### config.mk
export PLATFORM = sky130hd
export DESIGN_NAME = gray_counter_n_flat
export DESIGN_NICKNAME = d
export VERILOG_FILES = /design/src/rtl/gray_counter_n_pkg.sv /design/src/rtl/gray_counter_n_if.sv /design/src/rtl/gray_counter_n_step.sv /design/src/rtl/gray_counter_n.sv /design/src/flat_wrapper.sv
export SDC_FILE = /design/constraint.sdc
export NUM_CORES = 1
export LEC_CHECK = 0
export ABC_AREA = 1
export ABC_CLOCK_PERIOD_IN_PS = 1710
export BUFFER_PORTS_ARGS = -buffer_cell sky130_fd_sc_hd__buf_2
export CORE_AREA = 10 10 47 49
export DETAILED_ROUTE_END_ITERATION = 12
export DIE_AREA = 0 0 57 59
export PLACE_DENSITY = 0.77
export SYNTH_ARGS = -nofsm -noshare
export SYNTH_HDL_FRONTEND = slang
export SYNTH_HIERARCHICAL = 1
export SYNTH_SLANG_ARGS = --single-unit
### constraint.sdc
create_clock -name clk -period 1.71 [get_ports clk]
set_clock_uncertainty 0.1 [all_clocks]
set_input_delay 0.171 -clock clk [delete_from_list [all_inputs] [get_ports clk]]
set_output_delay 0.171 -clock clk [all_outputs]
set_load 0.05 [all_outputs]
### src/rtl/gray_counter_n_pkg.sv
// Shared constants and binary/Gray conversion helpers for the Gray counter.
// The helpers work on 32 bits; narrower callers zero-extend and truncate.
package gray_pkg;

  localparam logic DIR_DOWN = 1'b0;
  localparam logic DIR_UP   = 1'b1;
  localparam int   MAX_WIDTH = 32;

  function automatic logic [MAX_WIDTH-1:0] bin2gray(input logic [MAX_WIDTH-1:0] bin);
    return bin ^ (bin >> 1);
  endfunction

  // Prefix XOR from the MSB down; a zero-extended Gray code stays zero above WIDTH.
  function automatic logic [MAX_WIDTH-1:0] gray2bin(input logic [MAX_WIDTH-1:0] gray);
    logic [MAX_WIDTH-1:0] bin;
    bin[MAX_WIDTH-1] = gray[MAX_WIDTH-1];
    for (int i = MAX_WIDTH - 2; i >= 0; i--) begin
      bin[i] = bin[i+1] ^ gray[i];
    end
    return bin;
  endfunction

endpackage

### src/rtl/gray_counter_n_if.sv
// Control and result bundle of the Gray counter; clock and reset stay plain ports.
interface gray_counter_n_if #(
  parameter int WIDTH = 4
) ();

  logic             clk_en;
  logic             dir;
  logic             load;
  logic [WIDTH-1:0] load_val;
  logic [WIDTH-1:0] gray_out;
  logic [WIDTH-1:0] bin_out;
  logic             tc;

  modport master (
    output clk_en, dir, load, load_val,
    input  gray_out, bin_out, tc
  );

  modport slave (
    input  clk_en, dir, load, load_val,
    output gray_out, bin_out, tc
  );

endinterface

### src/rtl/gray_counter_n_step.sv
// Next-count and terminal detection for one step of the binary count.
module gray_step
  import gray_pkg::*;
#(
  parameter int WIDTH    = 4,
  parameter bit SATURATE = 1'b0
) (
  input  logic [WIDTH-1:0] bin,
  input  logic             dir,
  output logic [WIDTH-1:0] next_bin,
  output logic             at_term
);

  always_comb begin
    at_term  = (dir == DIR_UP) ? (&bin) : ~(|bin);
    next_bin = bin;
    // Saturating counters park on the terminal value instead of wrapping.
    if (!(SATURATE && at_term)) begin
      if (dir == DIR_UP) begin
        next_bin = bin + WIDTH'(1);
      end else begin
        next_bin = bin - WIDTH'(1);
      end
    end
  end

endmodule

### src/rtl/gray_counter_n.sv
// Parametrised up/down Gray counter with synchronous load, wrap or saturate,
// registered binary/Gray outputs and a single-cycle terminal-count pulse.
module gray_counter_n
  import gray_pkg::*;
#(
  parameter int WIDTH    = 4,
  parameter bit SATURATE = 1'b0
) (
  input  logic             clk,
  input  logic             rst,
  gray_counter_n_if.slave  bus
);

  logic [WIDTH-1:0] bin_q;
  logic [WIDTH-1:0] gray_q;
  logic             tc_q;
  logic [WIDTH-1:0] next_bin;
  logic             at_term;

  gray_step #(
    .WIDTH    (WIDTH),
    .SATURATE (SATURATE)
  ) u_step (
    .bin      (bin_q),
    .dir      (bus.dir),
    .next_bin (next_bin),
    .at_term  (at_term)
  );

  // Both registers are loaded from the same binary value so the Gray
  // register always equals the conversion of the binary one.
  always_ff @(posedge clk or negedge rst) begin
    if (!rst) begin
      bin_q  <= '0;
      gray_q <= '0;
      tc_q   <= 1'b0;
    end else if (bus.load) begin
      bin_q  <= bus.load_val;
      gray_q <= WIDTH'(bin2gray(MAX_WIDTH'(bus.load_val)));
      tc_q   <= 1'b0;
    end else if (bus.clk_en) begin
      bin_q  <= next_bin;
      gray_q <= WIDTH'(bin2gray(MAX_WIDTH'(next_bin)));
      tc_q   <= at_term;
    end else begin
      tc_q   <= 1'b0;
    end
  end

  assign bus.bin_out  = bin_q;
  assign bus.gray_out = gray_q;
  assign bus.tc       = tc_q;

endmodule

### src/flat_wrapper.sv
// flat-port wrapper written by rule: the top's interface ports become plain ports
module gray_counter_n_flat import gray_pkg::*;
#(
  parameter int WIDTH    = 4,
  parameter bit SATURATE = 1'b0
)
  (clk, rst, bus_clk_en, bus_dir, bus_load, bus_load_val, bus_gray_out, bus_bin_out, bus_tc);
  gray_counter_n_if #(.WIDTH(WIDTH)) bus_i ();
  input  logic clk;
  input  logic rst;
  input wire logic [$bits(bus_i.clk_en)-1:0] bus_clk_en;
  input wire logic [$bits(bus_i.dir)-1:0] bus_dir;
  input wire logic [$bits(bus_i.load)-1:0] bus_load;
  input wire logic [$bits(bus_i.load_val)-1:0] bus_load_val;
  output wire logic [$bits(bus_i.gray_out)-1:0] bus_gray_out;
  output wire logic [$bits(bus_i.bin_out)-1:0] bus_bin_out;
  output wire logic [$bits(bus_i.tc)-1:0] bus_tc;
  assign bus_i.clk_en = bus_clk_en;
  assign bus_i.dir = bus_dir;
  assign bus_i.load = bus_load;
  assign bus_i.load_val = bus_load_val;
  assign bus_gray_out = bus_i.gray_out;
  assign bus_bin_out = bus_i.bin_out;
  assign bus_tc = bus_i.tc;
  gray_counter_n #(.WIDTH(WIDTH), .SATURATE(SATURATE)) u_core (.clk(clk), .rst(rst), .bus(bus_i));
endmodule
== Word-level counts from Yosys, hierarchy flattened ==
Index checks and enable logic that the tools add are counted.

* Add/subtract/negate cells: 2
* Multipliers: 0
* Div/mod/pow operators: 0
* $lt $le $gt $ge: 0
* Eq/ne operators: 0
* Shift-type cells: 0
* Mux-type cells: 8
* Bitwise gates (word level): 3
* Reduce and logical (&&, ||, !) cells: 3

{| class="wikitable"
|+ Operators by type and width
! cell !! count
|-
| two-way mux 4 bit || 5
|-
| XOR 4 x 3 -> 4 bit || 2
|-
| adder 4 x 1 -> 4 bit (second input constant) || 1
|-
| AND reduction 4 bit || 1
|-
| OR reduction 4 bit || 1
|-
| subtractor 4 x 1 -> 4 bit (second input constant) || 1
|-
| two-way mux 1 bit || 3
|-
| nonzero test 2 bit || 1
|-
| NOT 1 bit || 1
|}

* Bits in registers: 9
* Latch bits: 0
* RAM bits: 0
* Bits in read-only memories: 0
* Input bits: 9
* Output and inout bits: 9
* Memories kept: 0

== Longest topological paths before layout ==
Gate-level depths: netlist (run 1).

* Word-level depth: 5
* Mapped depth: 11

== Hierarchy ==
The synthesis (run 1) kept the hierarchy.

{| class="wikitable"
|+ Modules (own cells, without submodules)
! module !! instances !! cells each !! area an instance (um2) !! seq. area each (um2)
|-
| gray_counter_n || 1 || 62 || 460.4 || 200.2
|-
| gray_step || 1 || 25 || 141.4 || 0.0
|}

== Worst setup path after synthesis (run 1) ==
Ideal clock, no wire load.

* Path kind: register to register
* From: reg u_core.bin_q[2], in the netlist u_core/bus.bin_out[2]
* To: reg u_core.gray_q[2], in the netlist u_core/bus.gray_out[2]
* Library setup time: 0.125 ns
* Data arrival time: 1.572 ns
* Path slack: -0.087 ns
* Cell stages (with the launch flop): 9
* Period minus slack after synthesis: 1.797 ns
* Cell sequence: dfrtp_1 > ha_1 > or2_1 > nand2_1 > nand2_1 > nand2_1 > nand2_1 > nand3_1 > nand3_1

* Longest elaborated chain between the ends: 5
* Elaborated cells between the ends (all ways): 6

{| class="wikitable"
|+ Ends and longest elaborated chain
! what !! RTL line !! RTL
|-
| start, declared || gray_counter_n.sv:14 || <nowiki>logic [WIDTH-1:0] bin_q;</nowiki>
|-
| start signal, assigned || gray_counter_n.sv:38 || <nowiki>bin_q <= bus.load_val;</nowiki>
|-
| start signal, assigned || gray_counter_n.sv:42 || <nowiki>bin_q <= next_bin;</nowiki>
|-
| subtractor 4 x 1 -> 4 bit or adder 4 x 1 -> 4 bit (tied branches) || gray_counter_n_step.sv:22, gray_counter_n_step.sv:20 ||
|-
| two-way mux 4 bit (*) || gray_counter_n_step.sv:19 || <nowiki>if (dir == DIR_UP) begin</nowiki>
|-
| named net u_core.next_bin[3] || gray_counter_n.sv:17 || <nowiki>logic [WIDTH-1:0] next_bin;</nowiki>
|-
| XOR 4 x 3 -> 4 bit (*) || gray_counter_n_pkg.sv:10 || <nowiki>return bin ^ (bin >> 1);</nowiki>
|-
| two-way mux 4 bit (*) || gray_counter_n.sv:41 || <nowiki>end else if (bus.clk_en) begin</nowiki>
|-
| two-way mux 4 bit (*) || gray_counter_n.sv:37 || <nowiki>end else if (bus.load) begin</nowiki>
|-
| end signal, assigned || gray_counter_n.sv:39 || <nowiki>gray_q <= WIDTH'(bin2gray(MAX_WIDTH'(bus.load_val)));</nowiki>
|-
| end signal, assigned || gray_counter_n.sv:43 || <nowiki>gray_q <= WIDTH'(bin2gray(MAX_WIDTH'(next_bin)));</nowiki>
|-
| end, declared || gray_counter_n.sv:15 || <nowiki>logic [WIDTH-1:0] gray_q;</nowiki>
|}

The timed path passes the listed nets; every way through them passes the cells marked *. The select of a mux whose other input is x is not followed.
A chain may end at the register's enable or synchronous reset.

== Final worst setup path (run 1) ==
* From: reg u_core.bin_q[1], in the netlist u_core/bus.bin_out[1]
* To: reg u_core.gray_q[2], in the netlist u_core/bus.gray_out[2]

The elaborated chain is that of the path after synthesis.

==> impl_metrics.toml, run 1 <==
[die]
core_sq_um = 1400
row_count = 14
start_util = 0.429
die_x_um = 57
die_y_um = 59
num_io_pins = 18
design.die.area_sq_um = 3360

[worst_setup_path]
cp.depth = 6
path_cells = "fa_1, xor2_1, inv_1, nand2_1, nand3_1, nand3_1"
worst-path-max-fanout = 6
cpPeakStageDelay_ps = 440
crit_top_cell = "nand3_1"
startpoint = "u_core/bus.bin_out[1]"
reg2regPathDepth = 6
r2r_start = "u_core/bus.bin_out[1]"
worstPathBufferInverterCount = 1
path_delay_family = "flip-flops"
cp.required_ps = 1800
worst_setup_path_start_kind = "flip-flop"
worst-setup-path-type = "reg -> reg"
cp.arrival_ps = 1690
end_kind = "flip-flop"
cp_slowest_cell = "dfrtp_2"

[detailed_routing]
vias = 597
drt_iter0_markers = 17
drt_pre_antenna_iters = 4
routed_wl_mm = 1.48
wl_per_cell_um = 11.8
drtAntennaViolNets = 0
routed_via_density = 4.78
drc = 0

[cts]
cts_root_buf = "clkbuf_4"
cts_tree = "built"
clkTransAtPathRegs_ps = 60
cts_buffers = 3
cts.sinks = 8
clk_path_buf_depth = 2
cts_max_level = 1
clk_latency_ps = 250

[global_route]
grt.total_usage = 0.0917
grt_pass1_wl_mm = 2.46
grt_max_degree = 10
grt_pass1_vias = 601
antenna_found_initial = 0
grt_overflow_total = 0

[placed_design]
globalplace.congestion = 0.822
io_buffer_count = 17
dp_slack_ps = 74.5
dp_hpwl_mm = 1.16
post-place-cells = 119

[timing]
worst_pin_slew_ps = 284
drv_slew = 0
finalCritPeriodShare = 0.936
finalHoldViolCount = 0
timing.final.crit_period_ps = 1600
finalWorstSetupSlack_ps = 110
max_freq_ghz = 0.625
setup_viol = 0
slew_headroom = 0.810
setup-tns-final_ps = 0

[cells_and_area]
num_antenna_cells = 0
nNetsFinal = 122
nFillCells = 153
finalNonFillerCells = 125
syn_to_final_growth_pct = 23.9
drive_gt1_frac = 0.303

[power]
leakagePower_uw = 0.000436
p_per_area_nw_per_um2 = 1010
peakVddDrop_mv = 0.609

[yosys]
syn_area_sq_um = 602
ys_seq_area_frac = 0.333
syn_inst = 87
syn_avg_cell_area_sq_um = 6.92
syn_nets = 99
synth_cell_types = 17
synth-seq-cells = 8
yosysWarningCount = 6

[min_path]
hold_path_startpoint = "bus_load_val[0]"
hold_path_depth = 3
holdCritPathClass = "in -> reg"

[run_status]
status = "finished, final reports clean"

[run]
maxCapViolations = 0
[through the flow]
step / hold slack [ps] / power (uW) / area [sq um] / utilization
after floorplan: -225 / 505 / 606 / -
after global routing: 93.7 / 806 / 746 / 0.532
after global placement: -73.7 / 579 / 699 / 0.499
after detailed placement: -74.6 / 584 / 699 / 0.499
final: 70.3 / 752 / 746 / 0.532
after CTS: 70.9 / 747 / 736 / 0.525
[timing repair]
item	4_1_cts	5_1_grt
buffers inserted	0	1
setup endpoints to repair	0	1
hold buffers	1	0
gates resized for setup	0	1
hold endpoints to repair	8	0
[kinds of logic after synthesis]
logic type | Yosys count | synth area share
flops | 8 | 0.333
buf+inv | 16 | 0.123
compound gates | 3 | 0.0624
fa+ha+maj | 3 | 0.0748
simple gates | 56 | 0.393
xor+xnor | 1 | 0.0146
[layout by cell type (no fill, tap or decap), types with 3 or more instances in the layout]
cell type	synthesis	final
nand2_1	34	33
buf_2	0	17
inv_1	12	12
nand3_1	10	10
nor2_1	6	6
dfrtp_1	8	5
clkbuf_4	0	3
o211ai_2	3	3
dfrtp_2	0	3
[where the power goes]
part	switching [uW]	internal, uW
Sequential	24.1	218
Clock	68.3	89.5
Combinational	248	103
[worst register-to-register path, cell delays in order (launching register included)]
cell and delay [ps]:
dfrtp_2 440, fa_1 410, xor2_1 270, inv_1 100
nand2_1 70, nand3_1 80, nand3_1 80
[synth_stat cells, drive strengths merged]
master | number | share of area
o211ai | 3 | 0.062
or2 | 1 | 0.010
xor2 | 1 | 0.015
ha | 2 | 0.042
buf | 2 | 0.031
dfrtp | 8 | 0.33
inv | 14 | 0.091
nand3 | 10 | 0.083
fa | 1 | 0.033
nand4 | 2 | 0.021
nor3 | 1 | 0.0083
nor2 | 8 | 0.058
nand2 | 34 | 0.21
[state kept, by name (all words and copies together), names as in the netlist]
signal and cells:
u_core/bus.gray_out 3, u_core/bus.tc 1, u_core/bus.bin_out 4
[final timing paths]
| path | end | slack [ps] |
|---|---|---|
| setup / recovery | u_core/bus.gray_out[2] | 110 |
| hold / removal | u_core/bus.bin_out[0] | 70 |
| setup reg to reg | u_core/bus.gray_out[2] | 110 |
| hold reg to reg | u_core/bus.gray_out[2] | 410 |
| max in group asynchronous | u_core/bus.bin_out[1] | 1120 |
| min in group asynchronous | u_core/bus.gray_out[0] | 200 |
[layer usage]
| metal | track usage | part of all wire | up-vias |
|---|---|---|---|
| met5 | 0 | 0 | - |
| met4 | 0.0503 | 0.020 | 0 |
| met3 | 0.0279 | 0.058 | 4 |
| met2 | 0.149 | 0.45 | 16 |
| met1 | 0.105 | 0.47 | 262 |
| li1 | - | - | 315 |
[cell type report]
class / instances / area, sq um / area share
flip-flops and latches: 8 / 204 / 0.273
multi-input cells: 63 / 330 / 0.443
inverters: 14 / 55.1 / 0.0738
repair buffers: 20 / 110 / 0.148
well taps: 16 / 20.0 / 0.0268
clock buffers: 4 / 26.3 / 0.0352
(Power assumes the default switching activity.)
==> inputs of run 2 (changes only) <==
PLACE_DENSITY = 0.79   (was 0.77)
SYNTH_HIERARCHICAL = not set   (was 1)
==> impl_metrics.toml, run 2 <==
[run_status]
status = "finished, final reports clean"

[timing]
hold_ws_ps = 58.9
setup_viol = 0
worst_pin_slew_ps = 268
slew_headroom = 0.821
max_freq_ghz = 0.608
timing.final.crit_period_ps = 1650
finalHoldViolCount = 0
drv_slew = 0
finalCritPeriodShare = 0.962

[detailed_routing]
drt_iter0_markers = 28
vias = 607
wl_per_cell_um = 13.5
routed_via_density = 5.23
drtAntennaViolNets = 0
drc = 0
routed_wl_mm = 1.56
drt_pre_antenna_iters = 5

[yosys]
synth_cell_types = 26
ys.flop_type = "dfrtp_1"
syn_avg_cell_area_sq_um = 7.89
synthArstFlopShare = 1.00
synth-seq-cells = 8
synth.area.top_cells = "dfrtp_1 33%, nand2_1 12%, nand3_1 4.9%"
synth_edf_count = 0
syn_inst = 78
synth_top_area_share = 0.325
ys_seq_area_frac = 0.325
yosysTopAreaCell = "dfrtp_1"
syn_area_sq_um = 616
synth.most_common_cell = "nand2_1"
syn_nets = 90
yosysWarningCount = 0
synth_commonest_cells = "19 x nand2_1, 8 x dfrtp_1, 7 x nor2_1, 6 x nand3_1, 5 x inv_1"

[power]
p_comb_frac = 0.549
pwr-share-seq = 0.279
peakVddDrop_mv = 0.430
clock_power_share = 0.172
leakagePower_uw = 0.000388
swShare = 0.479
p_sw_uw = 443
p_per_area_nw_per_um2 = 1190
power.internal_uw = 481

[run]
maxCapViolations = 0

[global_route]
grt_pass1_vias = 570
grt.total_usage = 0.0905
grt_pass1_wl_mm = 2.49
antenna_found_initial = 0
grt_overflow_total = 0
grt_max_degree = 14

[die]
num_io_pins = 18
design.die.area_sq_um = 3360
start_util = 0.439
die_x_um = 57
core_sq_um = 1400
die_y_um = 59
row_count = 14

[cells_and_area]
drive_gt1_frac = 0.430
num_antenna_cells = 0
fin_area_sq_um = 776
post-route-util = 0.554
final_cell_mix = "19 x nand2_1, 17 x buf_2, 6 x nand3_1, 6 x nor2_1"
largest_reg_flops = 4
syn_to_final_growth_pct = 26.0
nNetsFinal = 113
final_common_cell = "nand2_1"

[worst_setup_path]
worst-setup-path-type = "reg -> reg"
end_kind = "flip-flop"
worst-path-max-fanout = 5
rrSetupSlack_ps = 60
cp.arrival_ps = 1690
cp.required_ps = 1750
worst_setup_path_start_kind = "flip-flop"

[placed_design]
io_buffer_count = 17
globalplace.congestion = 0.849
postPlaceCellArea_sq_um = 726
dp_hpwl_mm = 1.25

[cts]
clk_latency_ps = 250
post-cts-setup-buffers = 0
clk_path_buf_depth = 2
cts_buffers = 3
cts_root_buf = "clkbuf_4"
cts.sinks = 8
clkTransAtPathRegs_ps = 50
cts_tree = "built"
cts_max_level = 1

[min_path]
holdCritPathClass = "in -> reg"
[run 2: cell types whose count changed after synthesis, sizes merged, moves of 3 or more]
cell,delta
nor2,+3
nand2,-11
a21oi,+4
o22ai,+4
nand3,-3
inv,-7
[run 2: layer usage]
metal | up-vias | GRT usage | routed length [um]
met5 | - | 0 | 0
met4 | 0 | 0.0403 | 31
met3 | 4 | 0.0193 | 89
met2 | 28 | 0.161 | 808
met1 | 268 | 0.100 | 635
li1 | 307 | - | -
[run 2: final cells by class]
| type | instances | area [sq um] |
|---|---|---|
| flip-flops and latches | 8 | 204 |
| inverters | 8 | 30.0 |
| multi-input cells | 60 | 385 |
| repair buffers | 20 | 110 |
| clock buffers | 4 | 26.3 |
| well taps | 16 | 20.0 |
| fillers | 147 | 626 |
[run 2: path summary, 6_finish.rpt]
| path | start | end | cells after the start |
|---|---|---|---|
| setup / recovery | u_core.bus.bin_out[2] | u_core.bus.gray_out[2] | 8 |
| hold / removal | bus_clk_en | u_core.bus.bin_out[2] | 2 |
| setup reg to reg | u_core.bus.bin_out[2] | u_core.bus.gray_out[2] | 8 |
| hold reg to reg | u_core.bus.gray_out[2] | u_core.bus.gray_out[2] | 2 |
| max in group asynchronous | rst | u_core.bus.bin_out[2] | 2 |
| min in group asynchronous | rst | u_core.bus.gray_out[1] | 2 |
[run 2: power by group through the flow]
stage	clock network (uW)	logic, uW	registers (uW)
3_3_place_gp	0	474	259
2_1_floorplan	0	233	398
6_report	159	507	258
5_1_grt	168	544	263
3_5_place_dp	0	482	261
4_1_cts	158	488	258
[run 2: timing repair]
item	CTS	global route
endpoints found under the setup margin	0	2
resized for setup	0	2
hold buffers	1	0
hold endpoints to repair	8	0
[run 2: critical path, cell delays in order, from the launching register on]
cell	delay, ps
dfrtp_2	430
ha_2	340
or2_4	260
nand2_2	90
nand2_2	50
nand2_2	70
nand3_2	60
nand3_1	90
nand2_1	50
[run 2: per-stage QoR]
step                std cells  TNS, ps  power (uW)  worst slack [ps]
finish                    116        0         924              64.5
global route              116    -2.95         975             -2.95
CTS                       116        0         904              40.1
detailed placement        111        0         743              72.0
global placement          111        0         734              77.5
floorplan                  78        0         631              13.7
[run 2: cell families (layout without fill, tap and decap cells)]
kind of cell / count (synthesis) / after routing / synth area share
xor+xnor: 1 / 1 / 0.0264
flops: 8 / 8 / 0.325
buf+inv: 10 / 32 / 0.0793
simple gates: 42 / 42 / 0.335
fa+ha+maj: 3 / 3 / 0.0732
compound gates: 14 / 14 / 0.161
==> inputs of run 3 (changes only) <==
CORE_AREA = not set   (was 10 10 47 49)
CORE_MARGIN = 10   (was not set)
CORE_UTILIZATION = 45   (was not set)
DIE_AREA = not set   (was 0 0 57 59)
PLACE_DENSITY = 0.77   (was 0.79)
==> impl_metrics.toml, run 3 (synthesis results as in run 2) <==
[timing]
max_freq_ghz = 0.625
slew_headroom = 0.805
worst_pin_slew_ps = 293
setup_viol = 0
finalCritPeriodShare = 0.935
finalHoldViolCount = 0
finalWorstSetupSlack_ps = 111
hold_ws_ps = 54.8
timing.final.crit_period_ps = 1600
drv_slew = 0

[detailed_routing]
drt_iter0_markers = 17
wl_per_cell_um = 13.5
vias = 611
drc = 0
routed_via_density = 5.31
drt_pre_antenna_iters = 4
routed_wl_mm = 1.55
drtAntennaViolNets = 0

[worst_setup_path]
rrSetupSlack_ps = 110
reg2regPathDepth = 6
end_kind = "flip-flop"
cp_slowest_cell = "fa_2"
worst_setup_path_start_kind = "flip-flop"
worst-setup-path-type = "reg -> reg"
reg2reg_to = "u_core.bus.gray_out[1]"
cpPeakStageDelay_ps = 500
cp.required_ps = 1810
path_cells = "fa_2, nor2_4, clkinv_1, o211ai_2, nand2_1, nand2_1"
r2r_start = "u_core.bus.bin_out[0]"
cp.arrival_ps = 1700
crit_top_cell = "nand2_1"
worst-path-max-fanout = 3

[cells_and_area]
finalNonFillerCells = 115
num_antenna_cells = 0
nFillCells = 128
final_common_cell = "nand2_1"
syn_to_final_growth_pct = 28.3
post-route-util = 0.607
final_cell_mix = "19 x nand2_1, 17 x buf_2, 6 x nand3_1, 6 x nor2_1"
largest_reg_flops = 4
drive_gt1_frac = 0.430
nNetsFinal = 113

[cts]
post-cts-setup-buffers = 0
clk_path_buf_depth = 2
cts_buffers = 3
cts_root_buf = "clkbuf_4"
clk_latency_ps = 270
cts_max_level = 1
cts_tree = "built"
cts.sinks = 8
clkTransAtPathRegs_ps = 70

[placed_design]
globalplace.congestion = 0.817
io_buffer_count = 17
dp_slack_ps = 82.3
post-place-cells = 110
dp_hpwl_mm = 1.24

[power]
p_comb_frac = 0.546
swShare = 0.480
p_per_area_nw_per_um2 = 1190
power.internal_uw = 490
peakVddDrop_mv = 0.660
leakagePower_uw = 0.000390
power_uw = 942
pwr-share-seq = 0.274
clock_power_share = 0.180
p_sw_uw = 452

[die]
die_y_um = 57.0
start_util = 0.473
num_io_pins = 18
row_count = 13
core_sq_um = 1300
die_x_um = 57.0
design.die.area_sq_um = 3250

[global_route]
grt_overflow_total = 0
grt_pass1_wl_mm = 2.66
grt_max_degree = 14
grt.total_usage = 0.0997
grt_pass1_vias = 596
antenna_found_initial = 0

[min_path]
hold_path_startpoint = "bus_clk_en"
holdCritPathClass = "in -> reg"
hold-path-endpoint = "u_core.bus.bin_out[2]"
hold_path_depth = 2

[run]
maxCapViolations = 0

[run_status]
status = "finished, final reports clean"
==> run 3: critical path: cells and delay by family (launching register included) <==
family | cells | cell delay (ps)
buffers and inverters | 1 | 100
adder cells (fa/ha/maj) | 1 | 500
AO/OA/AOI/OAI | 1 | 160
flip-flops | 1 | 420
AND/OR/NAND/NOR | 3 | 240
==> run 3: stage by stage <==
stage                     cell area, sq um  setup TNS [ps]
after floorplan                        624               0
after global placement                 724               0
after detailed placement               724               0
after CTS                              761               0
after global routing                   790           -11.8
final                                  790               0
==> run 3: worst max path at each step <==
stage,cells after the start,endpoint,slack (ps),start
after floorplan,6,u_core.bus.gray_out[1],10,u_core.bus.bin_out[1]
after global placement,8,u_core.bus.gray_out[1],80,bus_dir
after detailed placement,8,u_core.bus.gray_out[1],80,bus_dir
after CTS,8,u_core.bus.gray_out[2],60,u_core.bus.bin_out[2]
after global routing,10,u_core.bus.gray_out[2],-10,u_core.bus.bin_out[1]
final,6,u_core.bus.gray_out[1],110,u_core.bus.bin_out[0]
==> run 3: power by group through the flow <==
stage | Clock [uW] | Combinational, uW | Sequential [uW]
final | 170 | 514 | 258
after global routing | 187 | 555 | 265
after CTS | 171 | 484 | 257
after detailed placement | 0 | 481 | 261
after global placement | 0 | 474 | 259
after floorplan | 0 | 233 | 398
==> run 3: layout make-up <==
class / instances / area [sq um] / share of cell area
Tap cell: 15 / 18.8 / 0.0238
Clock buffer: 4 / 26.3 / 0.0333
Timing Repair Buffer: 20 / 110 / 0.139
Multi-Input combinational cell: 60 / 400 / 0.507
Sequential cell: 8 / 204 / 0.258
Inverter: 8 / 30.0 / 0.0380
==> run 3: routing by layer <==
layer  vias up  global-route usage  routed length, um  part of all wire
li1        302                   -                  -                 -
met1       286               0.124                697              0.45
met2        20               0.147                750              0.48
met3         3              0.0288                 78             0.050
met4         0              0.0604                 28             0.018
met5         -                   0                  0                 0
==> run 3: timing repair <==
action / in CTS / in global routing
endpoints found under the setup margin: 0 / 2
hold buffers: 1 / 0
hold endpoints to repair: 8 / 0
gates resized for setup: 0 / 3
